<file path="config.mk">
export PLATFORM = sky130hd
export DESIGN_NAME = tl_ped_sched
export DESIGN_NICKNAME = d
export VERILOG_FILES = /design/src/rtl/tl_ped_sched.sv
export SDC_FILE = /design/constraint.sdc
export NUM_CORES = 1
export LEC_CHECK = 0
export CORE_ASPECT_RATIO = 1.1
export CORE_MARGIN = 5
export CORE_UTILIZATION = 49
export DETAILED_ROUTE_END_ITERATION = 8
export HOLD_SLACK_MARGIN = 0.15
export PLACE_DENSITY_LB_ADDON = 0.15
export SLEW_MARGIN = 5
export SYNTH_ARGS = -nofsm -noshare
export SYNTH_HDL_FRONTEND = slang
export SYNTH_SLANG_ARGS = --single-unit
</file>
<file path="constraint.sdc">
create_clock -name clk -period 2.1 [get_ports clk]
set_clock_uncertainty 0.1 [all_clocks]
set_input_delay 0.42 -clock clk [delete_from_list [all_inputs] [get_ports clk]]
set_output_delay 0.42 -clock clk [all_outputs]
set_load 0.005 [all_outputs]
</file>
<file path="src/rtl/tl_ped_sched.sv">
// Pedestrian-crossing scheduler: latches button requests, round-robins one road per all-red window.
// Define TL_PED_FLASH_EN to include the flashing DON'T WALK phase between WALK and CLEAR.
module tl_ped_sched #(
    parameter logic [15:0] WALK_TICKS  = 16'd20,
    parameter logic [15:0] FLASH_TICKS = 16'd10,
    parameter logic [15:0] CLEAR_TICKS = 16'd4,
    parameter logic [15:0] FLASH_HALF  = 16'd2
) (
    input  logic       clk,
    input  logic       arstN,
    input  logic [3:0] ped_btn,
    input  logic       tl_red,
    output logic       hold_req,
    output logic [3:0] ped_walk,
    output logic [3:0] ped_dontwalk,
    output logic [3:0] pending,
    output logic [1:0] grant_idx,
    output logic       fault
);

    typedef enum logic [2:0] {
        S_IDLE,
        S_HOLD,
        S_WALK,
        S_CLEAR
`ifdef TL_PED_FLASH_EN
        , S_FLASH
`endif
    } state_t;

    function automatic logic [15:0] load_val(input logic [15:0] t);
        return (t == 16'd0) ? 16'd0 : t - 16'd1;
    endfunction

    localparam logic [15:0] WALK_LD  = load_val(WALK_TICKS);
    localparam logic [15:0] CLEAR_LD = load_val(CLEAR_TICKS);

    state_t      state, state_d;
    logic [15:0] cnt, cnt_d;
    logic [3:0]  btn_q;
    logic [3:0]  rise;
    logic [3:0]  pending_d;
    logic [3:0]  latch_mask;
    logic [1:0]  rr_ptr, rr_d;
    logic [1:0]  grant_d;
    logic [1:0]  arb_idx;
    logic [1:0]  cand;
    logic        found;
    logic        do_grant;
    logic        busy;
    logic        fault_d;
    logic [3:0]  onehot_d;
    logic [3:0]  walk_d;
    logic [3:0]  dw_d;

`ifdef TL_PED_FLASH_EN
    localparam logic [15:0] FLASH_LD = load_val(FLASH_TICKS);
    localparam logic [15:0] HALF_LD  = load_val(FLASH_HALF);

    logic        blink, blink_d;
    logic [15:0] bcnt, bcnt_d;
`else
    logic [31:0] unused_flash;
    assign unused_flash = {FLASH_TICKS, FLASH_HALF};
`endif

    always_comb begin
        rise     = ped_btn & ~btn_q;
        state_d  = state;
        cnt_d    = cnt;
        grant_d  = grant_idx;
        rr_d     = rr_ptr;
        fault_d  = fault;
        do_grant = 1'b0;
        found    = 1'b0;
        arb_idx  = rr_ptr;
        cand     = 2'd0;
`ifdef TL_PED_FLASH_EN
        blink_d  = blink;
        bcnt_d   = bcnt;
`endif

        // Search starts just past the last served road
        for (int k = 1; k <= 4; k++) begin
            cand = rr_ptr + 2'(k);
            if (!found && pending[cand]) begin
                found   = 1'b1;
                arb_idx = cand;
            end
        end

        unique case (state)
            S_IDLE: begin
                if (pending != 4'd0)
                    state_d = S_HOLD;
            end
            S_HOLD: begin
                if (tl_red && found) begin
                    state_d  = S_WALK;
                    cnt_d    = WALK_LD;
                    grant_d  = arb_idx;
                    rr_d     = arb_idx;
                    do_grant = 1'b1;
                end
            end
            S_WALK: begin
                if (!tl_red) begin
                    state_d = S_CLEAR;
                    cnt_d   = CLEAR_LD;
                    fault_d = 1'b1;
                end else if (cnt == 16'd0) begin
`ifdef TL_PED_FLASH_EN
                    state_d = S_FLASH;
                    cnt_d   = FLASH_LD;
                    blink_d = 1'b0;
                    bcnt_d  = HALF_LD;
`else
                    state_d = S_CLEAR;
                    cnt_d   = CLEAR_LD;
`endif
                end else begin
                    cnt_d = cnt - 16'd1;
                end
            end
`ifdef TL_PED_FLASH_EN
            S_FLASH: begin
                if (!tl_red) begin
                    state_d = S_CLEAR;
                    cnt_d   = CLEAR_LD;
                    fault_d = 1'b1;
                end else if (cnt == 16'd0) begin
                    state_d = S_CLEAR;
                    cnt_d   = CLEAR_LD;
                end else begin
                    cnt_d = cnt - 16'd1;
                    if (bcnt == 16'd0) begin
                        blink_d = ~blink;
                        bcnt_d  = HALF_LD;
                    end else begin
                        bcnt_d = bcnt - 16'd1;
                    end
                end
            end
`endif
            S_CLEAR: begin
                if (cnt == 16'd0)
                    state_d = S_IDLE;
                else
                    cnt_d = cnt - 16'd1;
            end
            default: state_d = S_IDLE;
        endcase

        // The road being served cannot re-request until CLEAR
        busy = (state == S_WALK);
`ifdef TL_PED_FLASH_EN
        busy = busy | (state == S_FLASH);
`endif
        latch_mask = busy ? ~(4'b0001 << grant_idx) : 4'b1111;
        pending_d  = pending | (rise & latch_mask);
        if (do_grant)
            pending_d = pending_d & ~(4'b0001 << arb_idx);

        onehot_d = 4'b0001 << grant_d;
        walk_d   = (state_d == S_WALK) ? onehot_d : 4'b0000;
        dw_d     = (state_d == S_WALK) ? ~onehot_d : 4'b1111;
`ifdef TL_PED_FLASH_EN
        if (state_d == S_FLASH)
            dw_d = blink_d ? 4'b1111 : ~onehot_d;
`endif
    end

    always_ff @(posedge clk) begin
        if (!arstN) begin
            state        <= S_IDLE;
            cnt          <= 16'd0;
            btn_q        <= 4'd0;
            pending      <= 4'd0;
            rr_ptr       <= 2'd3;
            grant_idx    <= 2'd0;
            fault        <= 1'b0;
            hold_req     <= 1'b0;
            ped_walk     <= 4'b0000;
            ped_dontwalk <= 4'b1111;
`ifdef TL_PED_FLASH_EN
            blink        <= 1'b0;
            bcnt         <= 16'd0;
`endif
        end else begin
            state        <= state_d;
            cnt          <= cnt_d;
            btn_q        <= ped_btn;
            pending      <= pending_d;
            rr_ptr       <= rr_d;
            grant_idx    <= grant_d;
            fault        <= fault_d;
            hold_req     <= (state_d != S_IDLE);
            ped_walk     <= walk_d;
            ped_dontwalk <= dw_d;
`ifdef TL_PED_FLASH_EN
            blink        <= blink_d;
            bcnt         <= bcnt_d;
`endif
        end
    end

endmodule

</file>
* Yosys cells after proc, flatten, opt, wreduce, memory -nomap -nowiden *
Cells that the tools add are included.

storage, ports and cells
  flip-flop bits (word level) = 41
  latch bits = 0
  bits in writable memories = 0
  memory bits (read-only) = 0
  input port bits = 7
  output and inout bits = 16
  logic and storage cells = 85
  memories kept = 0

operators by class
  add/subtract/negate cells = 4
  multipliers = 0
  divide/modulo/power cells = 0
  magnitude comparators = 4
  equality and inequality tests = 6
  shift-type cells = 3
  muxes and demuxes = 33
  bitwise gates (word level) = 9
  reductions and logical operators = 16

operators by type and width
  kind                     count
  $mux W16                 4
  $pmux W16 S3             1
  $logic_not A16 Y1        1
  $not A4 Y4               4
  $sub A16 B1 Y16 const B  1
  $mux W3                  5
  $and A4 B4 Y4            3
  $lt A2 B3 Y1 const B     4
  $mux W2                  6
  $pmux W3 S4              1
  $shl A1 B2 Y4 const A    3
  $mux W1                  10
  $eq A3 B2 Y1 const B     3
  $bmux W1 S2              4
  $mux W4                  2
  $reduce_and A2 Y1        3
  $reduce_bool A3 Y1       2
  $add A2 B2 Y2 const B    2
  $logic_and A1 B1 Y1      4
  $ne A2 B2 Y1 const B     2
  $or A4 B4 Y4             1
  $reduce_bool A4 Y1       1
  $eq A3 B1 Y1 const B     1
  $logic_not A1 Y1         3
  other kinds (4)          4

* Longest topological paths before layout *
Gate-level depths: netlist (run 1).

  depth in word-level cells = 18
  gate-level depth with buffers = 8
  depth with buffers taken out = 7

* Worst setup path before layout (run 1) *
Ideal clock, no wire load.

  path type = register to register
  start point = reg cnt[0]
  end point = reg cnt[8]
  setup time = 116 ps
  data arrival time = 1969 ps
  data required time = 1884 ps
  setup slack = -85 ps
  stages on the path, launching flop included = 9
  buffers on the path = 1
  period minus slack after synthesis = 2185 ps
  cell sequence = dfxtp_1 inv_1 ha_1 or3b_4 or2_1 buf_6 or4_4 xor2_1 nor2_2

on the way
  word-level cells in the longest chain between the ends = 4
  elaborated cells between the ends (all ways) = 8
  those cells by class = add/sub (1); eq/ne (1); mux (4); reduce/logical (2)

RTL lines
  what                                                         line  source
  start, declared                                              39    logic [15:0] cnt, cnt_d;
  start signal, assigned                                       191   cnt <= cnt_d;
  $sub A16 B1 Y16 / $logic_not A16 Y1 (equally long branches)  -
  $mux W16                                                     111   end else if (cnt == 16'd0) begin
  $mux W16                                                     107   if (!tl_red) begin
  $pmux W16 S3                                                 92    unique case (state)

Parallel ways exist; a longest one is shown, timed or not. The select of a mux whose other input is x is not followed.
A chain may end at the register's enable or synchronous reset.

* Worst setup path after layout (run 1) *
  start point = reg pending[1]
  end point = reg ped_dontwalk[3]

on the way
  word-level cells in the longest chain between the ends = 17
  elaborated cells between the ends (all ways) = 33
  those cells by class = eq/ne (1); shift (1); mux (21); bitwise (1); reduce/logical (9)

RTL lines
  what                                                                     line      source
  start, declared                                                          16        output logic [3:0] pending,
  start signal, assigned                                                   193       pending <= pending_d;
  $bmux W1 S2                                                              86        if (!found && pending[cand]) begin
  $mux W1 (implied by the code)                                            86
  $mux W1                                                                  86
  $logic_not A1 Y1                                                         86
  $logic_and A1 B1 Y1                                                      86
  $mux W1                                                                  86
  $logic_not A1 Y1                                                         86
  $logic_and A1 B1 Y1                                                      86
  $mux W1                                                                  86
  $logic_not A1 Y1                                                         86
  $logic_and A1 B1 Y1                                                      86
  $mux W1                                                                  86
  $logic_and A1 B1 Y1                                                      98        if (tl_red && found) begin
  $mux W3 / $mux W2 (equally long branches)                                98
  $pmux W3 S4 / $mux W2 (equally long branches)                            92
  $eq A3 B2 Y1 / $shl A1 B2 Y4 (equally long branches)                     166, 164
  $reduce_and A2 Y1 (no source line) / $not A4 Y4 (equally long branches)  -
  end signal, assigned                                                     199       ped_dontwalk <= dw_d;
  end, declared                                                            15        output logic [3:0] ped_dontwalk,

Parallel ways exist; a longest one is shown, timed or not. The select of a mux whose other input is x is not followed.

==> run metrics, run 1 <==
synthesized flop and latch total 41; Worst Hold Launch cnt[6]$_SDFFE_PN0P_; DRC violation count after routing 0; setup total negative slack 0 ps; peak fanout along the critical path 5; most common library cells after synthesis 41 x dfxtp_1, 31 x nor2_1, 11 x a21oi_1, 11 x xor2_1, 9 x nor3_1; worst flop-to-flop path startpoint pending[1]$_SDFF_PN0_; DIE WIDTH roughly 69 um; number of setup buffers added after CTS 0; period utilisation layout 0.973; average wire length per cell after detail routing about 15 um; data arrival time of the critical path between 2000 and 2500 ps; Worst Path Required about 2200 ps; number of placed I/O pins 23; MaxCap Viol Count 0; Tmin final about 2000 ps; run status finished clean; share of the core filled with cells in the final layout 0.675; CTS tree done; overall die height about 75 um; P&R area growth vs syn 31.5%; buffer levels on the longest clock path 2; count of distinct cell types in the synthesized netlist 52; Initial Utilization 0.513; Initial DRT Pass Iterations 4; largest net degree at the start of global routing 14; quantity of I/O buffers inserted on ports 22; Static Leakage between 0.001 and 0.0015 uW; vias in the first global route 1840; worst-case setup margin in the final layout between 50 and 60 ps; asr flop ratio synth 0; number of setup violations in the final report 0; antenna violations before repair 0; area leader, netlist dfxtp_1; post-synth design cell area 1890 um2; switching power total around 440 uW; Hold Violations, Final 0; Placement Rows 23; power density cells between 600 and 700 nW/um2; Clk pwr share 0.307; gpl congestion ~0.86; library cell used as clock root buffer clkbuf_8; maximum VDD drop 0.384 mV; aggregate global-route resource usage 0.189; path category of the worst min-delay check flop to flop; Setup CP Type flop to flop; portion of total power attributed to sequential cells 0.498; Post-CTS Resized 0; clk sink count just over 40; relative contribution of combinational cells to total power 0.196; count of flip-flops with a built-in enable after synthesis 0; vias after detailed routing roughly 1700; fraction of power spent switching nets 0.266; Core Footprint ~3700 um2; clock-pin slew on the worst setup and hold paths 70 ps; Overflow after GRT 0; Fillers between 300 and 400; Worst setup EP type flop; Seq/Total Area, Yosys 0.434; net count reported at finish about 270; count of warnings emitted by yosys 0; unrepaired setup endpoints after global routing true; internal power about 1200 uW; source-to-sink clock delay at the later pin of the worst-skew pair between 200 and 300 ps; layout cell share with drive strength beyond 1 0.221; remaining number of nets flagged by the antenna check after routing 0; Total Power between 1500 and 2000 uW; first-pass GRT wire length just under 8000 um; full die area approximately 5200 um2; CTS H-tree depth 2; top post-synthesis cells by area dfxtp_1 43%, nor2_1 6.2%, xor2_1 5.1%; launching element of the worst setup path pending[1]$_SDFF_PN0_; library cell with the highest instance count after synthesis dfxtp_1; final slew viol count 0; number of DRC violations after detailed-routing iteration 0 57; Via density between 5 and 6; net count after synthesis approximately 220; most frequently used flop master after synthesis dfxtp_1; placed wire-length estimate around 3400 um; worst setup slack after placement -94.2 ps; area share of the largest cell type after synthesis 0.434; Fmax achieved just under 500 MHz; Num CTS Buffers 5; Mapped Cells roughly 210; Critical Path Source Type flop; Synth Area per Inst 9.09 um2; Hold Buf Count CTS 0; Inserted Diodes 0; total length of routed wires between 4000 and 5000 um
final timing paths:
| check | to | slack (ps) | cells past startpoint |
|---|---|---|---|
| worst max-delay path | ped_dontwalk[3]$_SDFF_PN1_ | 60 | 5 |
| worst min-delay path | cnt[6]$_SDFFE_PN0P_ | 390 | 2 |
| worst min register to register | cnt[6]$_SDFFE_PN0P_ | 390 | 2 |
| worst max register to register | ped_dontwalk[3]$_SDFF_PN1_ | 60 | 5 |
cell families after synthesis:
family	after synthesis	synth area share
adder cells (fa/ha/maj)	1	0.00662
AND/OR/NAND/NOR	93	0.287
buffers and inverters	16	0.0371
multiplexers	4	0.0218
AO/OA/AOI/OAI	41	0.160
flip-flops	41	0.434
XOR/XNOR	11	0.0510
other	1	0.00198
critical path, cell delays in order, from the launching register on:
cell     delay [ps]
dfxtp_1         320
or4_4           590
or3_4           370
o21ai_4         100
o31ai_4          80
or3_1           370
layer usage:
layer / part of all wire / GRT usage
met5: 0 / 0
met4: 0.021 / 0.0868
met3: 0.028 / 0.0454
met2: 0.54 / 0.381
met1: 0.42 / 0.184
registers in the layout, summed over array words and instances, names as in the netlist:
register / flops
ped_dontwalk: 4
hold_req: 1
ped_walk: 4
rr_ptr: 2
btn_q: 4
cnt: 16
grant_idx: 2
fault: 1
state: 3
pending: 4
cell usage in the layout (no fill, tap or decap), types with 6 or more instances in the layout:
cell type,Yosys,final
buf_4,0,29
clkdlybuf4s50_1,0,22
clkbuf_8,0,6
nor3_1,9,8
dfxtp_1,41,39
nor2_1,31,31
xor2_1,11,11
nor3b_1,6,6
a21oi_1,11,11
o211ai_1,6,6
layout make-up:
type / instances / area, um2 / share of cell area
Inverter: 7 / 26.3 / 0.0106
Timing Repair Buffer: 52 / 458 / 0.184
Tap cell: 50 / 62.6 / 0.0252
Multi-Input combinational cell: 151 / 1030 / 0.414
Clock buffer: 7 / 86.3 / 0.0347
Sequential cell: 41 / 823 / 0.331
per-stage QoR:
step / area, um2 / cells / hold slack (ps)
4_1_cts: 2470 / 308 / 388
3_3_place_gp: 2380 / 301 / 372
5_1_grt: 2490 / 308 / 423
2_1_floorplan: 1910 / 208 / 355
3_5_place_dp: 2380 / 301 / 378
6_report: 2490 / 308 / 386
power by group through the flow:
stage               registers (uW)  clock network (uW)  logic [uW]
floorplan                      846                   0         181
global placement               844                   0         303
detailed placement             847                   0         311
CTS                            829                 524         315
global route                   832                 562         360
finish                         829                 510         326
(Power assumes the default switching activity.)
==> run 2, diff against run 1 <==
--- a/config.mk
+++ b/config.mk
@@ -6,11 +6,11 @@
 export NUM_CORES = 1
 export LEC_CHECK = 0
 export CORE_ASPECT_RATIO = 1.1
-export CORE_MARGIN = 5
 export CORE_UTILIZATION = 49
+export CTS_CLUSTER_SIZE = 25
 export DETAILED_ROUTE_END_ITERATION = 8
 export HOLD_SLACK_MARGIN = 0.15
-export PLACE_DENSITY_LB_ADDON = 0.15
+export PLACE_DENSITY_LB_ADDON = 0.1
 export SLEW_MARGIN = 5
 export SYNTH_ARGS = -nofsm -noshare
 export SYNTH_HDL_FRONTEND = slang
==> run metrics, run 2 (same netlist as run 1, synthesis figures left out) <==
quantity of I/O buffers inserted on ports 22 (unchanged); Largest register FFs 16 (unchanged); Inserted Diodes 0 (unchanged); Tmin final 2070 ps (+21.3 ps); Hold Violations, Final 0 (unchanged); vias in the first global route 1654 (-10%); net count reported at finish 263 (-1.1%); MaxCap Viol Count 0 (unchanged); layout cell share with drive strength beyond 1 0.223 (+0.00173); full die area 4110 um2 (-21%); Static Leakage 0.00102 uW (-0.17%); total length of routed wires 4270 um (-4.9%); buffer levels on the longest clock path 2 (unchanged); leading cell types in the layout, fill and taps excluded 38 x dfxtp_1, 31 x nor2_1, 26 x buf_4, 22 x clkdlybuf4s50_1; Hold Buf Count CTS 0 (unchanged); maximum VDD drop 0.461 mV (+20%); Worst setup EP type flop; library cell used as clock root buffer clkbuf_8; Via density 5.56 (+1.0%); Num CTS Buffers 5 (unchanged); path category of the worst min-delay check flop to flop; Fmax achieved 484 MHz (-1.0%); clock-pin slew on the worst setup and hold paths 80 ps (about the same); Initial Utilization 0.517 (+0.00404); data arrival time of the critical path 2160 ps (+40 ps); Fillers 309 (-12%); worst setup slack after placement -150 ps (-56.2 ps); most flop-heavy register cnt; Clk pwr share 0.358 (+0.051); period utilisation layout 0.984 (+0.0101); peak fanout along the critical path 5 (unchanged); relative contribution of combinational cells to total power 0.177 (-0.019); final slew viol count 0 (unchanged); Critical Path Source Type flop; CTS H-tree depth 2 (unchanged); switching power total 473 uW (+7.0%); Placement Rows 23 (unchanged); CTS tree done; antenna violations before repair 0 (unchanged); number of DRC violations after detailed-routing iteration 0 99 (+74%); number of placed I/O pins 23 (unchanged); Core Footprint 3650 um2 (-0.78%); placed wire-length estimate 3120 um (-6.9%); Setup CP Type flop to flop; run status finished clean; Initial DRT Pass Iterations 4 (unchanged); P&R area growth vs syn 32.5%; Worst Path Required 2190 ps (about the same); portion of total power attributed to sequential cells 0.464 (-0.034); gpl congestion 0.827 (-3.8%); remaining number of nets flagged by the antenna check after routing 0 (unchanged); DIE WIDTH 61.2 um (-12%); power density cells 714 nW/um2 (+6.6%); vias after detailed routing 1701 (+0.35%); number of setup violations in the final report 0 (unchanged); source-to-sink clock delay at the later pin of the worst-skew pair 300 ps (about the same); Overflow after GRT 0 (unchanged); worst-case setup margin in the final layout 34.5 ps (-21.3 ps); most frequent standard cell in the layout excluding fill and tap cells dfxtp_1; DRC violation count after routing 0 (unchanged); largest net degree at the start of global routing 15 (+1); aggregate global-route resource usage 0.238 (+0.0493); number of setup buffers added after CTS 0 (unchanged); average wire length per cell after detail routing 14.0 um (-4.3%); setup total negative slack 0 ps (unchanged); first-pass GRT wire length 7210 um (-7.8%); sequential cell area in the final layout 825 um2 (+0.15%); overall die height 67.1 um (-11%); clk sink count 41 (unchanged); internal power 1310 uW (+7.5%); area of the multi-input gates 1040 um2 (+1.1%); Post-CTS Resized 0 (unchanged); fraction of power spent switching nets 0.265 (-0.00102); unrepaired setup endpoints after global routing true
## run 2: through the flow
stage | power [uW] | cell area [um2] | std cells | util | hold slack [ps]
finish | 1790 | 2500 | 306 | 0.685 | 401
global route | 1870 | 2500 | 306 | 0.685 | 444
CTS | 1790 | 2470 | 306 | 0.677 | 391
detailed placement | 1150 | 2360 | 298 | 0.646 | 377
global placement | 1140 | 2360 | 298 | 0.646 | 368
floorplan | 1030 | 1910 | 208 | - | 355
## run 2: power groups by stage
| stage | logic, uW | clock network, uW | registers (uW) |
|---|---|---|---|
| 6_report | 317 | 641 | 831 |
| 3_5_place_dp | 304 | 0 | 847 |
| 4_1_cts | 307 | 655 | 829 |
| 3_3_place_gp | 298 | 0 | 845 |
| 5_1_grt | 348 | 689 | 834 |
| 2_1_floorplan | 181 | 0 | 846 |
## run 2: final timing paths
path,startpoint,end,slack [ps],cells past startpoint
max,pending[2]$_SDFF_PN0_,ped_dontwalk[2]$_SDFF_PN1_,30,5
min,cnt[6]$_SDFFE_PN0P_,cnt[6]$_SDFFE_PN0P_,400,2
min reg2reg,cnt[6]$_SDFFE_PN0P_,cnt[6]$_SDFFE_PN0P_,400,2
max reg2reg,pending[2]$_SDFF_PN0_,ped_dontwalk[2]$_SDFF_PN1_,30,5
## run 2: critical path, stage by stage, from the launching register on
cell	delay, ps
dfxtp_2	330
or4_4	580
or3_4	360
o21ai_4	90
o31ai_4	120
or3_1	380
## run 2: per-layer routing
metal / wire length (um) / GRT usage / up-vias / share of wire
met2: 2180 / 0.410 / 36 / 0.51
li1: - / - / 848 / -
met4: 97 / 0.116 / 0 / 0.023
met1: 1850 / 0.266 / 806 / 0.43
met5: 0 / 0 / - / 0
met3: 146 / 0.0651 / 11 / 0.034
## run 2: layout make-up
cell class                      instances  area share
Timing Repair Buffer                   49       0.174
Tap cell                               50      0.0250
Sequential cell                        41       0.329
Multi-Input combinational cell        151       0.416
Clock inverter                          3      0.0185
Inverter                                7      0.0105
Clock buffer                            5      0.0275
==> run 3, diff against run 2 <==
--- a/config.mk
+++ b/config.mk
@@ -11,6 +11,7 @@
 export DETAILED_ROUTE_END_ITERATION = 8
 export HOLD_SLACK_MARGIN = 0.15
 export PLACE_DENSITY_LB_ADDON = 0.1
+export SKIP_CTS_REPAIR_TIMING = 1
 export SLEW_MARGIN = 5
 export SYNTH_ARGS = -nofsm -noshare
 export SYNTH_HDL_FRONTEND = slang
==> results of run 3 <==
The final DEF is identical to that of run 2; final timing and power are the same.
